## src/rtl/demux_1_4_reg_if.sv

```systemverilog
// Bus bundle for demux_1_4_reg: upstream valid/ready word plus four held output channels.
interface demux_1_4_reg_if #(
  parameter int unsigned WIDTH = 8
);
  logic [WIDTH-1:0] IN_DATA;
  logic             IN_VALID;
  logic             IN_READY;
  logic [1:0]       S;
  logic [WIDTH-1:0] OUT_DATA0;
  logic [WIDTH-1:0] OUT_DATA1;
  logic [WIDTH-1:0] OUT_DATA2;
  logic [WIDTH-1:0] OUT_DATA3;
  logic [3:0]       OUT_VALID;
  logic [3:0]       OUT_READY;
  logic [1:0]       RR_PTR;

  // Producer and consumer side, as seen by the environment.
  modport master (
    output IN_DATA, IN_VALID, S, OUT_READY,
    input  IN_READY, OUT_DATA0, OUT_DATA1, OUT_DATA2, OUT_DATA3, OUT_VALID, RR_PTR
  );

  // Demux side.
  modport slave (
    input  IN_DATA, IN_VALID, S, OUT_READY,
    output IN_READY, OUT_DATA0, OUT_DATA1, OUT_DATA2, OUT_DATA3, OUT_VALID, RR_PTR
  );
endinterface

```

## src/rtl/demux_1_4_reg.sv

```systemverilog
// Registered 1-to-4 demultiplexer: steers each accepted word into one of four
// one-entry holding registers, chosen by S or by an internal round-robin pointer.
module demux_1_4_reg #(
  parameter int unsigned WIDTH   = 8,
  parameter bit          RR_MODE = 1'b0
) (
  input  logic           CLK,
  input  logic           RST,
  demux_1_4_reg_if.slave bus
);
  localparam int unsigned N_CH = 4;

  logic [WIDTH-1:0] r_data [N_CH];
  logic [N_CH-1:0]  r_valid;
  logic [1:0]       r_ptr;

  logic [1:0]       w_dest;
  logic             w_in_ready;
  logic             w_accept;
  logic [N_CH-1:0]  w_load;
  logic [N_CH-1:0]  w_drain;

  // A channel can take a word when empty or when it is being drained this cycle.
  always_comb begin
    w_dest     = RR_MODE ? r_ptr : bus.S;
    w_in_ready = ~RST & (~r_valid[w_dest] | bus.OUT_READY[w_dest]);
    w_accept   = bus.IN_VALID & w_in_ready;
    w_drain    = r_valid & bus.OUT_READY;
    w_load     = '0;
    for (int k = 0; k < N_CH; k++) begin
      w_load[k] = w_accept & (w_dest == 2'(k));
    end
  end

  // Load wins over drain so a back-to-back word keeps the channel full.
  always_ff @(posedge CLK) begin
    if (RST) begin
      r_valid <= '0;
      r_ptr   <= '0;
      for (int k = 0; k < N_CH; k++) begin
        r_data[k] <= '0;
      end
    end else begin
      for (int k = 0; k < N_CH; k++) begin
        if (w_load[k]) begin
          r_data[k]  <= bus.IN_DATA;
          r_valid[k] <= 1'b1;
        end else if (w_drain[k]) begin
          r_valid[k] <= 1'b0;
        end
      end
      if (RR_MODE && w_accept) begin
        r_ptr <= r_ptr + 2'd1;
      end
    end
  end

  assign bus.IN_READY  = w_in_ready;
  assign bus.OUT_DATA0 = r_data[0];
  assign bus.OUT_DATA1 = r_data[1];
  assign bus.OUT_DATA2 = r_data[2];
  assign bus.OUT_DATA3 = r_data[3];
  assign bus.OUT_VALID = r_valid;
  assign bus.RR_PTR    = r_ptr;
endmodule

```

## src/flat_wrapper.sv

```systemverilog
// flat-port wrapper written by rule: the top's interface ports become plain ports
module demux_1_4_reg_flat 
#(
  parameter int unsigned WIDTH   = 8,
  parameter bit          RR_MODE = 1'b0
)
  (CLK, RST, bus_IN_DATA, bus_IN_VALID, bus_S, bus_OUT_READY, bus_IN_READY, bus_OUT_DATA0, bus_OUT_DATA1, bus_OUT_DATA2, bus_OUT_DATA3, bus_OUT_VALID, bus_RR_PTR);
  demux_1_4_reg_if #(.WIDTH(WIDTH)) bus_i ();
  input  logic CLK;
  input  logic RST;
  input wire logic [$bits(bus_i.IN_DATA)-1:0] bus_IN_DATA;
  input wire logic [$bits(bus_i.IN_VALID)-1:0] bus_IN_VALID;
  input wire logic [$bits(bus_i.S)-1:0] bus_S;
  input wire logic [$bits(bus_i.OUT_READY)-1:0] bus_OUT_READY;
  output wire logic [$bits(bus_i.IN_READY)-1:0] bus_IN_READY;
  output wire logic [$bits(bus_i.OUT_DATA0)-1:0] bus_OUT_DATA0;
  output wire logic [$bits(bus_i.OUT_DATA1)-1:0] bus_OUT_DATA1;
  output wire logic [$bits(bus_i.OUT_DATA2)-1:0] bus_OUT_DATA2;
  output wire logic [$bits(bus_i.OUT_DATA3)-1:0] bus_OUT_DATA3;
  output wire logic [$bits(bus_i.OUT_VALID)-1:0] bus_OUT_VALID;
  output wire logic [$bits(bus_i.RR_PTR)-1:0] bus_RR_PTR;
  assign bus_i.IN_DATA = bus_IN_DATA;
  assign bus_i.IN_VALID = bus_IN_VALID;
  assign bus_i.S = bus_S;
  assign bus_i.OUT_READY = bus_OUT_READY;
  assign bus_IN_READY = bus_i.IN_READY;
  assign bus_OUT_DATA0 = bus_i.OUT_DATA0;
  assign bus_OUT_DATA1 = bus_i.OUT_DATA1;
  assign bus_OUT_DATA2 = bus_i.OUT_DATA2;
  assign bus_OUT_DATA3 = bus_i.OUT_DATA3;
  assign bus_OUT_VALID = bus_i.OUT_VALID;
  assign bus_RR_PTR = bus_i.RR_PTR;
  demux_1_4_reg #(.WIDTH(WIDTH), .RR_MODE(RR_MODE)) u_core (.CLK(CLK), .RST(RST), .bus(bus_i));
endmodule
```

## config.mk

```make
export PLATFORM = sky130hd
export DESIGN_NAME = demux_1_4_reg_flat
export DESIGN_NICKNAME = d
export VERILOG_FILES = /design/src/rtl/demux_1_4_reg_if.sv /design/src/rtl/demux_1_4_reg.sv /design/src/flat_wrapper.sv
export SDC_FILE = /design/constraint.sdc
export NUM_CORES = 1
export LEC_CHECK = 0
export BUFFER_PORTS_ARGS = -buffer_cell sky130_fd_sc_hd__buf_2
export CAP_MARGIN = 25
export CORE_ASPECT_RATIO = 0.9
export CORE_MARGIN = 4
export CORE_UTILIZATION = 40
export CTS_CLUSTER_DIAMETER = 120
export DETAILED_ROUTE_END_ITERATION = 10
export PLACE_DENSITY = 0.67
export SYNTH_ARGS = -nofsm -noshare
export SYNTH_HDL_FRONTEND = slang
export SYNTH_SLANG_ARGS = --single-unit
```

## constraint.sdc

```tcl
create_clock -name CLK -period 2.5 [get_ports CLK]
set_clock_uncertainty 0.1 [all_clocks]
set_input_delay 0.375 -clock CLK [delete_from_list [all_inputs] [get_ports CLK]]
set_output_delay 0.375 -clock CLK [all_outputs]
set_load 0.005 [all_outputs]
```

After elaboration in Yosys (flattened, before gate mapping)
Memories as Yosys holds them, arrays and structs flattened.
Index checks and enable logic that the tools add are counted.
- input port bits: 17
- logic and storage cells: 58
- RAM bits: 32
- memories: 1
- register bits after elaboration: 4
- output and inout port bits: 39
- bitwise gates (word level): 14
- eq/ne operators: 3
- order comparisons: 1
- multiplexer cells: 30
- reduce and logical (&&, ||, !) cells: 5
- memories (memory ; words ; bits a word ; read ports ; clocked after memory_dff ; write ports ; line ; text):
    u_core.r_data ; 4 ; 8 ; 4 ; 0 ; 4 ; demux_1_4_reg.sv:13 ; logic [WIDTH-1:0] r_data [N_CH];
- operator list (operator ; number):
    $mux 8 ; 4
    $mux 1 ; 24
    $reduce_bool 2->1 ; 4
    $and 1x1->1 ; 6
    $or 1x1->1 ; 5
    $and 4x4->4 ; 1
    $bmux 1 s2 ; 2
    $eq 2x2->1 const B ; 2
    $lt 2x3->1 const B ; 1
    $eq 2x1->1 const B ; 1
    $logic_not 2->1 ; 1
    $not 1->1 ; 2

Logic depth before layout (Yosys ltp)
Gate-level depths: netlist of the first run.
- depth in word-level cells: 11
- gate-level depth with buffers: 5
- mapped depth without buffers: 3

Worst setup path after synthesis of the first run
OpenSTA, ideal clock, no wires.
- kind: input to output
- start point: input port bus_S[0]
- end point: output port bus_IN_READY
- arrival: 0.979 ns
- stages on the path: 3
- path slack: 1.046 ns
- path buffers: 0
- data required time: 2.025 ns
- cells stage by stage: nor2b_1 a311o_1 a21oi_1
- longest elaborated chain between the ends: 5
- elaborated cells between the ends (all ways): 7
- classes of those cells: mux: 4; bitwise: 3
- ends and longest elaborated chain (element ; line ; text):
    start, declared ; flat_wrapper.sv:13 ; input wire logic [$bits(bus_i.S)-1:0] bus_S;
    $bmux 1 s2 ; demux_1_4_reg.sv:26 ; w_in_ready = ~RST & (~r_valid[w_dest] | bus.OUT_READY[w_dest]);
    $mux 1 (implied by the code) ; demux_1_4_reg.sv:26 ;
    $not 1->1 ; demux_1_4_reg.sv:26 ;
    $or 1x1->1 (*) ; demux_1_4_reg.sv:26 ;
    $and 1x1->1 (*) ; demux_1_4_reg.sv:26 ;
    end, declared ; flat_wrapper.sv:15 ; output wire logic [$bits(bus_i.IN_READY)-1:0] bus_IN_READY;
Every way passes the cells marked *; elsewhere a longest branch is shown, timed or not. The select of a mux whose other input is x is not followed.

Worst setup path in the final report of the first run
- start point: register u_core.r_valid[0], in the netlist u_core.bus.OUT_VALID[0]
- end point: output port bus_IN_READY
- longest elaborated chain between the ends: 5
- ends and longest elaborated chain (element ; line ; text):
    start, declared ; demux_1_4_reg.sv:14 ; logic [N_CH-1:0] r_valid;
    start signal, assigned ; demux_1_4_reg.sv:38 ; r_valid <= '0;
    start signal, assigned by index ; demux_1_4_reg.sv:47 ; r_valid[k] <= 1'b1;
    start signal, assigned by index ; demux_1_4_reg.sv:49 ; r_valid[k] <= 1'b0;
    $bmux 1 s2 ; demux_1_4_reg.sv:26 ;
    $mux 1 (implied by the code) ; demux_1_4_reg.sv:26 ;
    $not 1->1 ; demux_1_4_reg.sv:26 ;
    $or 1x1->1 ; demux_1_4_reg.sv:26 ;
    $and 1x1->1 ; demux_1_4_reg.sv:26 ;
Every way passes these cells. The select of a mux whose other input is x is not followed.

==> impl_metrics.py, run 1 <==
metrics = {
    "outcome": {
        "status": "complete, no violations",
    },
    "logic_synthesis": {
        "synthDominantCellAreaShare_pct": 69.25,
        "post-synth-top-area-cell": "edfxtp_1",
        "synth_area_leaders": "edfxtp_1, nor2_1, dfxtp_1",
        "synth_async_sr_flop_share_pct": 0,
        "yosys_most_used_dff": "edfxtp_1",
        "synth_warnings": 0,
        "ys_types": 16,
        "avgSynthCellArea_um2": 12.61,
        "post_synth_inst_count": 110,
        "synth-edff-count": 32,
        "netlist_area_um2": 1388,
        "synth-seq-area-share_pct": 75.02,
        "synth-seq-cells": 36,
    },
    "timing": {
        "timing.hold.ws_ns": 0.2599,
        "grt_setup_unrepaired": "false",
        "slew_viol_final": 0,
        "worstMarginPinSlew_ns": 0.5136,
        "totalNegativeSetupSlack_ns": 0,
        "period_minus_slack_ns": 1.762,
        "finalHoldViolCount": 0,
        "fmaxAchievable_mhz": 567.4,
        "finalCritPeriodShare_pct": 70.50,
        "worst_slew_margin_rel_pct": 65.69,
        "setup_viol": 0,
        "timing.final.ws_setup_ns": 0.7376,
    },
    "drt": {
        "post_drt_via_cell_ratio": 4.830,
        "drc_errors": 0,
        "detailedRoute.firstIterationViolations": 61,
        "antenna_violating_nets_post_route": 0,
        "detail_route.first_pass.iterations": 4,
        "routed-via-count": 1024,
        "routed_wl_mm": 2.861,
        "wl_per_cell_um": 13.50,
    },
    "die": {
        "start_util_pct": 41.38,
        "io-pin-count": 56,
        "core_area_um2": 3353,
        "chipWidth_um": 70.09,
        "rows": 20,
        "overall_die_area_um2": 4477,
        "die_height_um": 63.88,
    },
    "placement": {
        "place_inst": 204,
        "port_buffers": 53,
        "dp_hpwl_mm": 2.221,
        "gp_routability_congestion": 0.8409,
        "standard_cell_area_after_detailed_placement_um2": 1687,
        "pre_cts_ws_ns": 0.7797,
    },
    "setup_path": {
        "crit_path_end_kind": "primary output",
        "setup.worst_path.start_class": "register",
        "critical_path_buf_inv_count": 1,
        "worstSetupPathType": "reg -> out",
        "timing.critical_path.cells": "nor4b_1 -> a311o_1 -> a21oi_1 -> buf_2",
        "cp_data_required_time_ns": 2.03,
        "critical-path-max-stage-delay_ns": 0.33,
        "gate_family_responsible_for_the_most_delay_along_the_worst_path": "compound AO/OA/AOI/OAI gates",
        "timing.critical_path.slowest_stage_cell": "dfxtp_1",
        "worst-endpoint-arrival_ns": 1.29,
        "worstPathMaxFanout": 3,
    },
    "global_route": {
        "grt_start_max_net_pins": 12,
        "met2_usage_pct": 23.11,
        "grt_pass1_wl_mm": 4.705,
        "groute.layer.met3.usage_pct": 5.503,
        "number_of_global_route_vias_before_repair": 1035,
        "global_route.peak_usage_layer": "met2",
        "grt.total_usage_pct": 14.04,
        "number_of_antenna_violations_at_the_first_check_in_global_routing": 0,
        "gr-total-overflow": 0,
        "grtUsageMet1_pct": 15.53,
    },
    "finish": {
        "fillers": 311,
        "mostFrequentLayoutCell": "buf_2",
        "fin_util_pct": 52.72,
        "antenna_cells": 0,
        "num-nets-final": 184,
        "final_cell_count_no_fill": 212,
        "area_overhead_vs_synth_pct": 27.41,
        "mostFrequentLayoutCells": "buf_2, nor2_1, edfxtp_1, nand2_1, nand2b_1",
        "final_instance_area_um2": 1768,
        "post_route_cells_drive_above_1_share_pct": 35.12,
    },
    "power": {
        "power_density_nw_per_um2": 661.0,
        "max_ir_drop_vdd_v": 0.0002840,
        "totalPowerFinal_mw": 1.169,
        "static_leakage_nw": 0.7794,
    },
    "run": {
        "maxCapViolations": 0,
    },
    "clock_network": {
        "number_of_buffers_on_the_longest_clock_path": 2,
        "worst_setup_hold_path_clk_slew_ns": 0.06,
        "cts_num_sinks": 36,
        "postCtsHoldBufs": 0,
        "cts_htree_levels": 2,
        "cts_made_buffers": 5,
        "post-cts-setup-buffer-count": 0,
        "cts_tree": "yes",
        "cts.root.buffer_cell": "clkbuf_8",
        "postCtsResizedCells": 0,
        "clk-insertion-delay-late_ns": 0.28,
    },
    "worst_hold_path": {
        "min-delay-path-class": "in -> reg",
    },
}
## path summary, 6_finish.rpt
kind | cells past startpoint | slack [ns] | startpoint | to
worst max-delay path | 4 | 0.74 | u_core.bus.OUT_VALID[0] | bus_IN_READY
worst min-delay path | 2 | 0.26 | RST | u_core.bus.OUT_VALID[2]
worst max register to register | 3 | 1.18 | u_core.bus.OUT_VALID[3] | u_core.r_data[3][4]
worst min register to register | 2 | 0.47 | u_core.bus.OUT_VALID[0] | u_core.bus.OUT_VALID[0]
## per-layer routing
layer  vias to the layer above  routed length, um
li1                        490                  -
met1                       468               1161
met2                        59               1346
met3                         7                285
met4                         0                 68
met5                         -                  0
## cell usage after synthesis (2+ instances only)
cell       n
nor2_1    33
edfxtp_1  32
nand2_1   11
nand2b_1   8
a21oi_1    5
dfxtp_1    4
nand3_1    4
nor2b_1    3
buf_2      2
buf_4      2
## sequential cells by signal, summed over array words and instances, names as in the netlist
signal,cells
u_core.bus.OUT_VALID,4
u_core.r_data,32
## kinds of logic after synthesis
family                 after synthesis  synth area share, %
and+or+nand+nor                     61                19.39
DFF                                 36                75.02
AOI/OAI and AO/OA                    6                2.525
buffers and inverters                5                2.073
muxes                                1               0.7214
other                                1               0.2703
## power by group
part / internal (mW) / leakage, nW / switching [mW]
Combinational: 0.0373 / 0.360 / 0.0583
Sequential: 0.682 / 0.377 / 0.00752
Clock: 0.195 / 0.0422 / 0.188
## final cells by class
type                       instances  area (um2)  share of cell area (%)
sequential                        36        1041                   58.88
clock inverter                     1       5.005                  0.2831
multi-input combinational         70       321.6                   18.19
clock buffer                       7       76.32                   4.317
inverter                           1       3.754                  0.2123
timing repair buffer              53       265.3                   15.00
tap                               44       55.05                   3.114
No activity file was read; power rests on OpenSTA's default activity.
==> inputs of run 2 (changes only) <==
PLACE_DENSITY = 0.7   (was 0.67)
clock period = 1.57 ns   (was 2.5 ns; I/O delays follow)
==> run 2 against run 1 <==
Compared with the run above: cell area increased by 2.1%; utilization up 1.1 points; via count down 3.3%; highest routed layer unchanged; sequential share of layout area down 1.1 points; clock-buffer cell count grew 1.
==> impl_metrics.py, run 2 (synthesis gave the netlist of run 1 again) <==
metrics = {
    "finish": {
        "num-nets-final": 185,
        "area_overhead_vs_synth_pct": 30.03,
        "post_route_cells_drive_above_1_share_pct": 37.28,
        "antenna_cells": 0,
        "largest_register_ff_count": 32,
        "multi_input_area_um2": 340.3,
        "sequential_cell_area_um2": 1042,
        "mostFrequentLayoutCell": "buf_2",
        "mostFrequentLayoutCells": "buf_2, nor2_1, edfxtp_1, nand2_1, nand2b_1",
        "fin_util_pct": 53.81,
        "regMostFlops": "u_core.r_data",
        "fillers": 295,
    },
    "run": {
        "maxCapViolations": 0,
    },
    "die": {
        "overall_die_area_um2": 4477,
        "io-pin-count": 56,
        "start_util_pct": 41.38,
        "rows": 20,
        "core_area_um2": 3353,
        "die_height_um": 63.88,
        "chipWidth_um": 70.09,
    },
    "clock_network": {
        "cts_htree_levels": 2,
        "clk-insertion-delay-late_ns": 0.28,
        "number_of_buffers_on_the_longest_clock_path": 2,
        "cts_tree": "yes",
        "cts.root.buffer_cell": "clkbuf_8",
        "postCtsHoldBufs": 0,
        "worst_setup_hold_path_clk_slew_ns": 0.07,
        "cts_num_sinks": 36,
        "cts_made_buffers": 5,
    },
    "drt": {
        "detail_route.first_pass.iterations": 4,
        "drc_errors": 0,
        "routed_wl_mm": 2.850,
        "wl_per_cell_um": 13.38,
        "routed-via-count": 990,
        "post_drt_via_cell_ratio": 4.648,
        "antenna_violating_nets_post_route": 0,
        "detailedRoute.firstIterationViolations": 96,
    },
    "worst_hold_path": {
        "hold-path-cell-count": 2,
        "min-delay-path-class": "in -> reg",
        "min-delay-start": "RST",
        "hold_end": "u_core.bus.OUT_VALID[3]",
    },
    "power": {
        "power.combinational.fraction_pct": 8.3,
        "cell_internal_pwr_mw": 1.506,
        "switching_share_pct": 20.81,
        "net-switching-power_mw": 0.3959,
        "power_density_nw_per_um2": 1054,
        "relative_contribution_of_sequential_cells_to_total_power_pct": 57.8,
        "max_ir_drop_vdd_v": 0.0005727,
        "power.clock.fraction_pct": 33.9,
        "static_leakage_nw": 0.7913,
    },
    "placement": {
        "dp_hpwl_mm": 2.184,
        "gp_routability_congestion": 0.8332,
        "pre_cts_ws_ns": 0.04182,
        "port_buffers": 53,
    },
    "timing": {
        "slew_viol_final": 0,
        "setup_viol": 0,
        "finalHoldViolCount": 0,
        "finalCritPeriodShare_pct": 98.79,
        "totalNegativeSetupSlack_ns": 0,
        "timing.hold.ws_ns": 0.1253,
        "grt_setup_unrepaired": "true",
        "period_minus_slack_ns": 1.551,
        "timing.final.ws_setup_ns": 0.01895,
        "fmaxAchievable_mhz": 644.7,
    },
    "setup_path": {
        "worstPathMaxFanout": 2,
        "setup.worst_path.start_class": "register",
        "r2r_end": "u_core.r_data[0][0]",
        "cp_data_required_time_ns": 1.23,
        "worstSetupPathType": "reg -> out",
        "worst-endpoint-arrival_ns": 1.22,
        "reg2reg_from": "u_core.bus.OUT_VALID[0]",
        "timing.reg2reg.setup_slack_ns": 0.15,
        "reg2reg_depth": 4,
        "crit_path_end_kind": "primary output",
    },
    "global_route": {
        "gr-total-overflow": 0,
        "grt.total_usage_pct": 14.09,
        "number_of_antenna_violations_at_the_first_check_in_global_routing": 0,
        "grt_pass1_wl_mm": 4.761,
        "number_of_global_route_vias_before_repair": 1000,
        "grt_start_max_net_pins": 11,
    },
    "outcome": {
        "status": "complete, no violations",
    },
}
## run 2: cell types whose count changed in the layout (fill, tap and decap cells not counted)
cell      change
clkinv_2      -1
a21oi_1       -1
a21oi_2       +1
dfxtp_2       +1
nor4b_4       +1
dfxtp_1       -1
buf_4         +1
clkbuf_8      +1
nor4b_1       -1
## run 2: repair_timing
| item | 4_1_cts | 5_1_grt |
|---|---|---|
| setup endpoints to repair | 1 | 1 |
| pin swaps | 1 | 0 |
| endpoints found under the hold margin | 0 | 0 |
| gates resized for setup | 3 | 1 |
| buffers inserted | 1 | 0 |
## run 2: layer usage
layer  up-vias  share of wire [%]  wire length [um]  GRT usage [%]
met1       447                 41              1161          16.48
met2        50                 45              1275          22.17
met3         5                 13               368          6.918
met4         0                1.6                45          5.742
li1        488                  -                 -              -
met5         -                  0                 0              0
## run 2: worst max-delay path, cell delays in order, from the launching register on
cell	delay [ns]
dfxtp_2	0.32
nor4b_4	0.12
a311o_1	0.29
a21oi_2	0.10
buf_2	0.11
## run 2: how the worst max path moves through the flow
| stage | startpoint | end | slack [ns] |
|---|---|---|---|
| after detailed placement | bus_S[0] | u_core.r_data[1][3] | 0.04 |
| after CTS | u_core.bus.OUT_VALID[0] | bus_IN_READY | 0.00003 |
| final | u_core.bus.OUT_VALID[0] | bus_IN_READY | 0.02 |
| after global routing | u_core.bus.OUT_VALID[0] | bus_IN_READY | -0.05 |
| after floorplan | u_core.bus.OUT_VALID[0] | bus_IN_READY | 0.35 |
| after global placement | bus_S[0] | u_core.r_data[1][3] | 0.13 |
## run 2: area by class of cell
class / count / share of cell area, %
Timing Repair Buffer: 54 / 15.12
Inverter: 1 / 0.2080
Sequential cell: 36 / 57.77
Clock buffer: 8 / 4.993
Tap cell: 44 / 3.051
Multi-Input combinational cell: 70 / 18.86
## run 2: power by group through the flow
stage	clock [mW]	sequential (mW)	combinational, mW
floorplan	0	1.12	0.0674
CTS	0.670	1.10	0.160
detailed placement	0	1.12	0.154
global placement	0	1.12	0.152
finish	0.645	1.10	0.158
global route	0.720	1.10	0.178
## run 2: metrics by stage
stage          instances  instance area (um2)  total power [mW]
6_report             213                 1804             1.902
3_3_place_gp         204                 1687             1.270
2_1_floorplan        111                 1391             1.192
4_1_cts              213                 1800             1.929
3_5_place_dp         204                 1687             1.274
5_1_grt              213                 1804             2.000
